`src/rtl/mc_ctrl.sv`:
```
// -----------------------------------------------------------------------------
// mc_ctrl -- multi-cycle control unit for the second-generation MIPS core.
//
// Sequences FETCH -> DCD -> EXE -> MEM -> WB (plus BR, JMP and ERR) and shares
// one ALU and one memory port. Memory accesses use a req/rdy handshake that is
// guarded by a watchdog. An access that waits TIMEOUT cycles without rdy traps
// the machine into ERR. A trap can be left only through reset.
//
// Parameters:
//   TIMEOUT  maximum wait cycles per memory access before trapping (0 = off)
//   CNTW     watchdog counter width, 2**CNTW > TIMEOUT
//
// Ports:
//   clk      core clock, rising edge
//   rst      asynchronous, active-low reset
//   Op       IR[31:26], stable from DCD until the next fetch handshake
//   Funct    IR[5:0]
//   Zero     ALU zero flag (beq decision)
//   mem_rdy  memory completes the current access this cycle
//   mem_req  memory access request
//   MemW     store qualifier, valid with mem_req
//   IRWr     load instruction register
//   PCWr     write PC
//   PCSrc    00 PC+4, 01 branch target, 10 jump target, 11 RD1 (jr)
//   RegW     register-file write
//   RegDst   00 rd, 01 rt, 10 $31
//   WDSel    00 ALU result, 01 memory data, 10 PC+4
//   ALUSrcB  0 RD2, 1 Imm32
//   EXTOp    0 zero-extend, 1 sign-extend, 2 imm<<16
//   ALUOp    0 NOP 1 ADD 2 SUB 3 AND 4 OR 5 SLT 6 SLL 7 SRL 8 LUI
//   state    current state (debug)
//   trap     sticky error flag
// -----------------------------------------------------------------------------
module mc_ctrl #(
    parameter int unsigned TIMEOUT = 16,
    parameter int unsigned CNTW    = 8
) (
    input  logic       clk,
    input  logic       rst,
    input  logic [5:0] Op,
    input  logic [5:0] Funct,
    input  logic       Zero,
    input  logic       mem_rdy,
    output logic       mem_req,
    output logic       MemW,
    output logic       IRWr,
    output logic       PCWr,
    output logic [1:0] PCSrc,
    output logic       RegW,
    output logic [1:0] RegDst,
    output logic [1:0] WDSel,
    output logic       ALUSrcB,
    output logic [1:0] EXTOp,
    output logic [4:0] ALUOp,
    output logic [2:0] state,
    output logic       trap
);

    typedef enum logic [2:0] {
        S_FETCH = 3'd0,
        S_DCD   = 3'd1,
        S_EXE   = 3'd2,
        S_MEM   = 3'd3,
        S_WB    = 3'd4,
        S_BR    = 3'd5,
        S_JMP   = 3'd6,
        S_ERR   = 3'd7
    } state_t;

    // Opcodes
    localparam logic [5:0] OP_RTYPE = 6'h00;
    localparam logic [5:0] OP_J     = 6'h02;
    localparam logic [5:0] OP_JAL   = 6'h03;
    localparam logic [5:0] OP_BEQ   = 6'h04;
    localparam logic [5:0] OP_ADDI  = 6'h08;
    localparam logic [5:0] OP_ORI   = 6'h0D;
    localparam logic [5:0] OP_LUI   = 6'h0F;
    localparam logic [5:0] OP_LW    = 6'h23;
    localparam logic [5:0] OP_SW    = 6'h2B;

    // R-type function codes
    localparam logic [5:0] F_SLL  = 6'h00;
    localparam logic [5:0] F_SRL  = 6'h02;
    localparam logic [5:0] F_JR   = 6'h08;
    localparam logic [5:0] F_ADDU = 6'h21;
    localparam logic [5:0] F_SUBU = 6'h23;
    localparam logic [5:0] F_AND  = 6'h24;
    localparam logic [5:0] F_OR   = 6'h25;
    localparam logic [5:0] F_SLT  = 6'h2A;

    // ALU operations
    localparam logic [4:0] ALU_NOP = 5'd0;
    localparam logic [4:0] ALU_ADD = 5'd1;
    localparam logic [4:0] ALU_SUB = 5'd2;
    localparam logic [4:0] ALU_AND = 5'd3;
    localparam logic [4:0] ALU_OR  = 5'd4;
    localparam logic [4:0] ALU_SLT = 5'd5;
    localparam logic [4:0] ALU_SLL = 5'd6;
    localparam logic [4:0] ALU_SRL = 5'd7;
    localparam logic [4:0] ALU_LUI = 5'd8;

    localparam logic [1:0] EXT_ZERO = 2'd0;
    localparam logic [1:0] EXT_SIGN = 2'd1;
    localparam logic [1:0] EXT_HIGH = 2'd2;

    localparam bit            WD_EN    = (TIMEOUT != 0);
    localparam logic [CNTW-1:0] WD_LIMIT = CNTW'(TIMEOUT);

    state_t          state_q, state_d;
    logic [CNTW-1:0] cnt_q;
    logic [CNTW-1:0] cnt_inc;
    logic            trap_q;

    // -------------------------------------------------------------------------
    // Instruction classification
    // -------------------------------------------------------------------------
    logic is_rtype, is_r_alu, is_jr;
    logic is_imm, is_lw, is_sw, is_mem;
    logic is_beq, is_j, is_jal;

    assign is_rtype = (Op == OP_RTYPE);
    assign is_r_alu = is_rtype && ((Funct == F_ADDU) || (Funct == F_SUBU) ||
                                   (Funct == F_AND)  || (Funct == F_OR)   ||
                                   (Funct == F_SLT)  || (Funct == F_SLL)  ||
                                   (Funct == F_SRL));
    assign is_jr    = is_rtype && (Funct == F_JR);
    assign is_imm   = (Op == OP_ADDI) || (Op == OP_ORI) || (Op == OP_LUI);
    assign is_lw    = (Op == OP_LW);
    assign is_sw    = (Op == OP_SW);
    assign is_mem   = is_lw || is_sw;
    assign is_beq   = (Op == OP_BEQ);
    assign is_j     = (Op == OP_J);
    assign is_jal   = (Op == OP_JAL);

    // ALU controls for the current instruction; driven in EXE and held through
    // MEM and WB so the datapath result stays stable until it is written.
    logic [4:0] alu_dec;
    logic       srcb_dec;
    logic [1:0] ext_dec;

    always_comb begin
        alu_dec  = ALU_NOP;
        srcb_dec = 1'b0;
        ext_dec  = EXT_ZERO;
        if (is_rtype) begin
            unique case (Funct)
                F_ADDU:  alu_dec = ALU_ADD;
                F_SUBU:  alu_dec = ALU_SUB;
                F_AND:   alu_dec = ALU_AND;
                F_OR:    alu_dec = ALU_OR;
                F_SLT:   alu_dec = ALU_SLT;
                F_SLL:   alu_dec = ALU_SLL;
                F_SRL:   alu_dec = ALU_SRL;
                default: alu_dec = ALU_NOP;
            endcase
        end else begin
            unique case (Op)
                OP_ADDI, OP_LW, OP_SW: begin
                    alu_dec  = ALU_ADD;
                    srcb_dec = 1'b1;
                    ext_dec  = EXT_SIGN;
                end
                OP_ORI: begin
                    alu_dec  = ALU_OR;
                    srcb_dec = 1'b1;
                    ext_dec  = EXT_ZERO;
                end
                OP_LUI: begin
                    alu_dec  = ALU_LUI;
                    srcb_dec = 1'b1;
                    ext_dec  = EXT_HIGH;
                end
                default: ;
            endcase
        end
    end

    // -------------------------------------------------------------------------
    // Watchdog
    // -------------------------------------------------------------------------
    // A cycle is "waiting" when the port is requested but not answered. The
    // trap fires on the wait cycle that brings the count to TIMEOUT; a rdy in
    // that same cycle means it is not a wait cycle, so the access completes.
    logic access, waiting, timeout_hit;

    assign access      = (state_q == S_FETCH) || (state_q == S_MEM);
    assign waiting     = access && !mem_rdy;
    assign cnt_inc     = cnt_q + 1'b1;
    assign timeout_hit = WD_EN && waiting && (cnt_inc == WD_LIMIT);

    // -------------------------------------------------------------------------
    // Next state and Moore outputs (plus the rdy-qualified fetch strobes)
    // -------------------------------------------------------------------------
    logic       mem_req_c, memw_c, irwr_c, pcwr_c, regw_c, srcb_c;
    logic [1:0] pcsrc_c, regdst_c, wdsel_c, ext_c;
    logic [4:0] alu_c;

    // NOTE: every signal driven here gets a default first, so no path through
    // the case can leave one unassigned and infer a latch.
    always_comb begin
        state_d   = state_q;
        mem_req_c = 1'b0;
        memw_c    = 1'b0;
        irwr_c    = 1'b0;
        pcwr_c    = 1'b0;
        pcsrc_c   = 2'b00;
        regw_c    = 1'b0;
        regdst_c  = 2'b00;
        wdsel_c   = 2'b00;
        srcb_c    = 1'b0;
        ext_c     = EXT_ZERO;
        alu_c     = ALU_NOP;

        unique case (state_q)
            S_FETCH: begin
                mem_req_c = 1'b1;
                if (mem_rdy) begin
                    irwr_c  = 1'b1;
                    pcwr_c  = 1'b1;
                    state_d = S_DCD;
                end else if (timeout_hit) begin
                    state_d = S_ERR;
                end
            end

            S_DCD: begin
                if (is_r_alu || is_imm || is_mem) state_d = S_EXE;
                else if (is_beq)                   state_d = S_BR;
                else if (is_j || is_jal || is_jr)  state_d = S_JMP;
                else                               state_d = S_ERR;
            end

            S_EXE: begin
                alu_c   = alu_dec;
                srcb_c  = srcb_dec;
                ext_c   = ext_dec;
                state_d = is_mem ? S_MEM : S_WB;
            end

            S_MEM: begin
                mem_req_c = 1'b1;
                memw_c    = is_sw;
                alu_c     = alu_dec;
                srcb_c    = srcb_dec;
                ext_c     = ext_dec;
                if (mem_rdy)          state_d = is_lw ? S_WB : S_FETCH;
                else if (timeout_hit) state_d = S_ERR;
            end

            S_WB: begin
                regw_c   = 1'b1;
                alu_c    = alu_dec;
                srcb_c   = srcb_dec;
                ext_c    = ext_dec;
                regdst_c = is_rtype ? 2'b00 : 2'b01;
                wdsel_c  = is_lw ? 2'b01 : 2'b00;
                state_d  = S_FETCH;
            end

            S_BR: begin
                alu_c  = ALU_SUB;
                srcb_c = 1'b0;
                if (Zero) begin
                    pcwr_c  = 1'b1;
                    pcsrc_c = 2'b01;
                end
                state_d = S_FETCH;
            end

            S_JMP: begin
                pcwr_c  = 1'b1;
                pcsrc_c = is_jr ? 2'b11 : 2'b10;
                if (is_jal) begin
                    regw_c   = 1'b1;
                    regdst_c = 2'b10;
                    wdsel_c  = 2'b10;
                end
                state_d = S_FETCH;
            end

            S_ERR: state_d = S_ERR;

            default: state_d = S_ERR;
        endcase
    end

    // -------------------------------------------------------------------------
    // State, watchdog counter and sticky trap
    // -------------------------------------------------------------------------
    // NOTE: sequential state uses non-blocking assignments so every register
    // samples the pre-edge values, independent of statement order.
    always_ff @(posedge clk or negedge rst) begin
        if (!rst) begin
            state_q <= S_FETCH;
            cnt_q   <= '0;
            trap_q  <= 1'b0;
        end else begin
            state_q <= state_d;
            // Any state change (entry to FETCH or MEM included) restarts the
            // count; it only advances while the current access is waiting.
            if (state_d != state_q)
                cnt_q <= '0;
            else if (WD_EN && waiting)
                cnt_q <= cnt_inc;
            if (state_d == S_ERR)
                trap_q <= 1'b1;
        end
    end

    // -------------------------------------------------------------------------
    // Outputs: forced to 0 for as long as reset is held, so an access in
    // flight is dropped in the same instant reset asserts.
    // -------------------------------------------------------------------------
    assign mem_req = rst & mem_req_c;
    assign MemW    = rst & memw_c;
    assign IRWr    = rst & irwr_c;
    assign PCWr    = rst & pcwr_c;
    assign PCSrc   = rst ? pcsrc_c  : 2'b00;
    assign RegW    = rst & regw_c;
    assign RegDst  = rst ? regdst_c : 2'b00;
    assign WDSel   = rst ? wdsel_c  : 2'b00;
    assign ALUSrcB = rst & srcb_c;
    assign EXTOp   = rst ? ext_c    : 2'b00;
    assign ALUOp   = rst ? alu_c    : 5'd0;
    assign state   = rst ? state_q  : 3'd0;
    assign trap    = rst & trap_q;

endmodule

```
`config.mk`:
```
export PLATFORM = sky130hd
export DESIGN_NAME = mc_ctrl
export DESIGN_NICKNAME = d
export VERILOG_FILES = /design/src/rtl/mc_ctrl.sv
export SDC_FILE = /design/constraint.sdc
export NUM_CORES = 1
export LEC_CHECK = 0
export ABC_AREA = 1
export BUFFER_PORTS_ARGS = -buffer_cell sky130_fd_sc_hd__buf_2
export CAP_MARGIN = 20
export CORE_ASPECT_RATIO = 0.6
export CORE_UTILIZATION = 40
export CTS_CLUSTER_DIAMETER = 150
export CTS_CLUSTER_SIZE = 14
export DETAILED_ROUTE_END_ITERATION = 7
export GPL_TIMING_DRIVEN = 0
export PLACE_DENSITY = 0.67
export SLEW_MARGIN = 20
export SYNTH_ARGS = -nofsm -noshare
export SYNTH_HDL_FRONTEND = slang
export SYNTH_SLANG_ARGS = --single-unit
export TNS_END_PERCENT = 20
```
`constraint.sdc`:
```
create_clock -name clk -period 1.7 [get_ports clk]
set_clock_uncertainty 0.05 [all_clocks]
set_input_delay 0.17 -clock clk [delete_from_list [all_inputs] [get_ports clk]]
set_output_delay 0.17 -clock clk [all_outputs]
set_load 0.1 [all_outputs]
```
==> impl_metrics.json <==
{
  "grt_usage": 0.229,
  "core_region_area_sq_mm": 0.00300,
  "grt-ovfl-total": 0,
  "grt_antenna_before_repair": 0,
  "final_layout_size_suffix_gt1_frac": 0.409,
  "routed_wl_um": 4010,
  "combinationalPowerShare": 0.727,
  "relSlewSlack": 0.614,
  "first_pass_grt_wire_length_um": 6220,
  "yosysSeqAreaShare": 0.227,
  "final_nets": 300,
  "cts_tree": "yes",
  "setup.worst_path.start_class": "flip-flop",
  "syn_area_sq_mm": 0.00132,
  "die_height_um": 46.6,
  "rrSetupSlack_ns": -0.21,
  "ctsHtreeMaxLevel": 1,
  "period_minus_slack_ns": 1.96,
  "p_sw_mw": 1.47,
  "flow.area_growth_from_synthesis_pct": 65.6,
  "timing.final.setup_violations": 21,
  "ff2ff_path_depth": 14,
  "fmax_ghz": 0.510,
  "intPower_mw": 1.21,
  "worstHoldPathType": "in -> reg",
  "critical_path.reg2reg.endpoint": "cnt_q[0]",
  "insertion_delay_ns": 0.25,
  "synth_warnings": 0,
  "number_of_buffers_inserted_by_port_buffering": 37,
  "timing.hold.ws_ns": 0.272,
  "path_clk_slew_ns": 0.05,
  "synth_largest_type_area_fraction": 0.227,
  "power_per_cell_area_mw_per_mm2": 1230,
  "vdd_drop_max_mv": 0.835,
  "boundaryPins": 39,
  "detail-route-antenna-nets": 0,
  "fp.dieW_um": 76.3,
  "post_synth_net_total": 242,
  "multi_input_area_sq_mm": 0.00107,
  "final_min_period_over_clock_period": 1.15,
  "syn_inst": 224,
  "drt-initial-drc-count": 100,
  "power_mw": 2.69,
  "tightestPinTransition_ns": 0.577,
  "timing.rr.start": "state_q[1]",
  "grt_max_degree": 13,
  "synthesis.area_per_instance_sq_um": 5.91,
  "synth.largest_area_cell": "dfrtp_1",
  "rsz0062_at_grt": "true",
  "via_per_inst": 4.96,
  "power.share.switching": 0.548,
  "violations_in_the_final_reports": "setup timing",
  "filler_cell_count": 242,
  "worst_slack_ns": -0.262,
  "first_global_vias": 1350,
  "gp_congestion": 0.830,
  "critPathKind": "reg -> out",
  "p_leak_nw": 1.04,
  "timing_max_transition_violations_final": 0,
  "sequential_cell_area_sq_um": 302,
  "drc_errors": 0,
  "antenna_cells_inserted": 0,
  "synth.distinct_cells": 30,
  "total_vias_in_the_final_route": 1601,
  "post-dp-hpwl_um": 2840,
  "clkSinkCount": 12,
  "synthTopCellsByArea": "dfrtp_1 23%, nand2_1 16%, nor2_1 12%",
  "finalHoldViolations": 0,
  "floorplan.rows": 15,
  "cts.path.max_buffers": 2,
  "hold_depth": 4,
  "outcome": "complete, but fails checks",
  "initial_core_util": 0.441,
  "path_max_fanout": 5,
  "floorplan.die_area_sq_mm": 0.00355,
  "critical_path_arrival_ns": 1.74,
  "hp-start": "Op[2]",
  "wl_per_cell_um": 12.4,
  "cp_data_required_time_ns": 1.48,
  "ys_ff_latch": 12,
  "min_delay_worst_endpoint": "state_q[1]",
  "max_cap_violations": 0,
  "cts_root_buffer": "clkbuf_8",
  "drt_pre_antenna_iters": 5,
  "share_seq_of_total_power": 0.153,
  "end_kind": "primary output",
  "cts_buffers": 3,
  "clkPwrFrac": 0.120
}
-- critical path, cell delays in order (launching register included) --
cell     delay, ns
dfrtp_1       0.37
buf_6         0.13
nor2_4        0.16
a21oi_2       0.09
nor2_4        0.15
nand2_4       0.12
o32ai_4       0.26
buf_12        0.21
-- cell usage after synthesis (all sizes together) --
library cell / instances
nand2: 61
nor2: 43
inv: 41
nand3: 25
dfrtp: 12
a21oi: 6
o21ai: 6
buf: 4
nand4: 4
o22ai: 4
a31oi: 3
nor3: 3
nor4: 3
ha: 2
a22o: 1
and3: 1
conb: 1
nor4b: 1
o21a: 1
o32ai: 1
xnor2: 1
-- worst max path at each step --
| stage | start | cells after the start | end |
|---|---|---|---|
| 4_1_cts | state_q[1] | 7 | ALUOp[2] |
| 2_1_floorplan | state_q[1] | 6 | ALUOp[2] |
| 6_report | state_q[1] | 7 | ALUOp[2] |
| 3_5_place_dp | rst | 6 | ALUOp[2] |
| 5_1_grt | state_q[1] | 7 | ALUOp[2] |
| 3_3_place_gp | rst | 6 | ALUOp[2] |
-- cells by family after synthesis --
kind of cell    after synthesis  synth area share
fa+ha+maj                     2            0.0189
xor+xnor                      1           0.00662
flops                        12             0.227
compound gates               22             0.106
buf+inv                      45             0.145
other cells                   1           0.00283
simple gates                141             0.494
-- stage by stage --
step	instances	setup slack (ns)	util	setup TNS [ns]	cell area (sq um)
floorplan	224	-0.416	-	-4.25	1490
global placement	303	-0.574	0.577	-6.24	1730
detailed placement	303	-0.573	0.577	-6.03	1730
CTS	318	-0.243	0.690	-2.42	2070
global route	323	-0.337	0.730	-4.99	2190
finish	323	-0.262	0.730	-2.95	2190
-- registers in the layout (all words and copies together) (netlist names) --
name and flops:
state_q 3, trap_q 1, cnt_q 8
-- cell usage in the layout (no fill, tap or decap), types with 3 or more instances in the layout --
| cell | count |
|---|---|
| nand2_1 | 49 |
| inv_1 | 34 |
| nor2_1 | 30 |
| nand3_1 | 20 |
| buf_2 | 19 |
| buf_4 | 18 |
| dfrtp_1 | 11 |
| buf_12 | 10 |
| nor2_2 | 7 |
| buf_6 | 7 |
| nand2_2 | 7 |
| nor2_4 | 6 |
| nand2_4 | 5 |
| inv_2 | 4 |
| nand4_1 | 4 |
| clkbuf_8 | 4 |
| nand3_4 | 3 |
| o21ai_0 | 3 |
| a21oi_2 | 3 |
-- layer usage --
metal | share of wire | track usage
met5 | 0 | 0
met3 | 0.066 | 0.0436
met1 | 0.53 | 0.349
met2 | 0.40 | 0.341
met4 | 0.00075 | 0.0231
-- layout make-up --
cell class	count	share of cell area
plain buffers	4	0.0171
clock buffers	4	0.0251
inverters	41	0.0748
multi-input cells	167	0.488
flip-flops and latches	12	0.138
well taps	42	0.0240
repair buffers	53	0.233
-- power by group through the flow --
stage / Sequential [mW] / Clock (mW) / Combinational, mW
6_report: 0.410 / 0.323 / 1.95
5_1_grt: 0.417 / 0.335 / 2.07
4_1_cts: 0.407 / 0.320 / 1.77
3_5_place_dp: 0.426 / 0 / 1.52
3_3_place_gp: 0.423 / 0 / 1.52
2_1_floorplan: 0.409 / 0 / 1.28
-- repair_timing --
| action | in CTS | in global routing |
|---|---|---|
| buffers inserted | 10 | 5 |
| endpoints found under the hold margin | 12 | 0 |
| hold buffers | 1 | 0 |
| endpoints found under the setup margin | 26 | 30 |
| resized for setup | 56 | 24 |
| pin swaps | 10 | 9 |
Power figures use the tool's default switching activity.
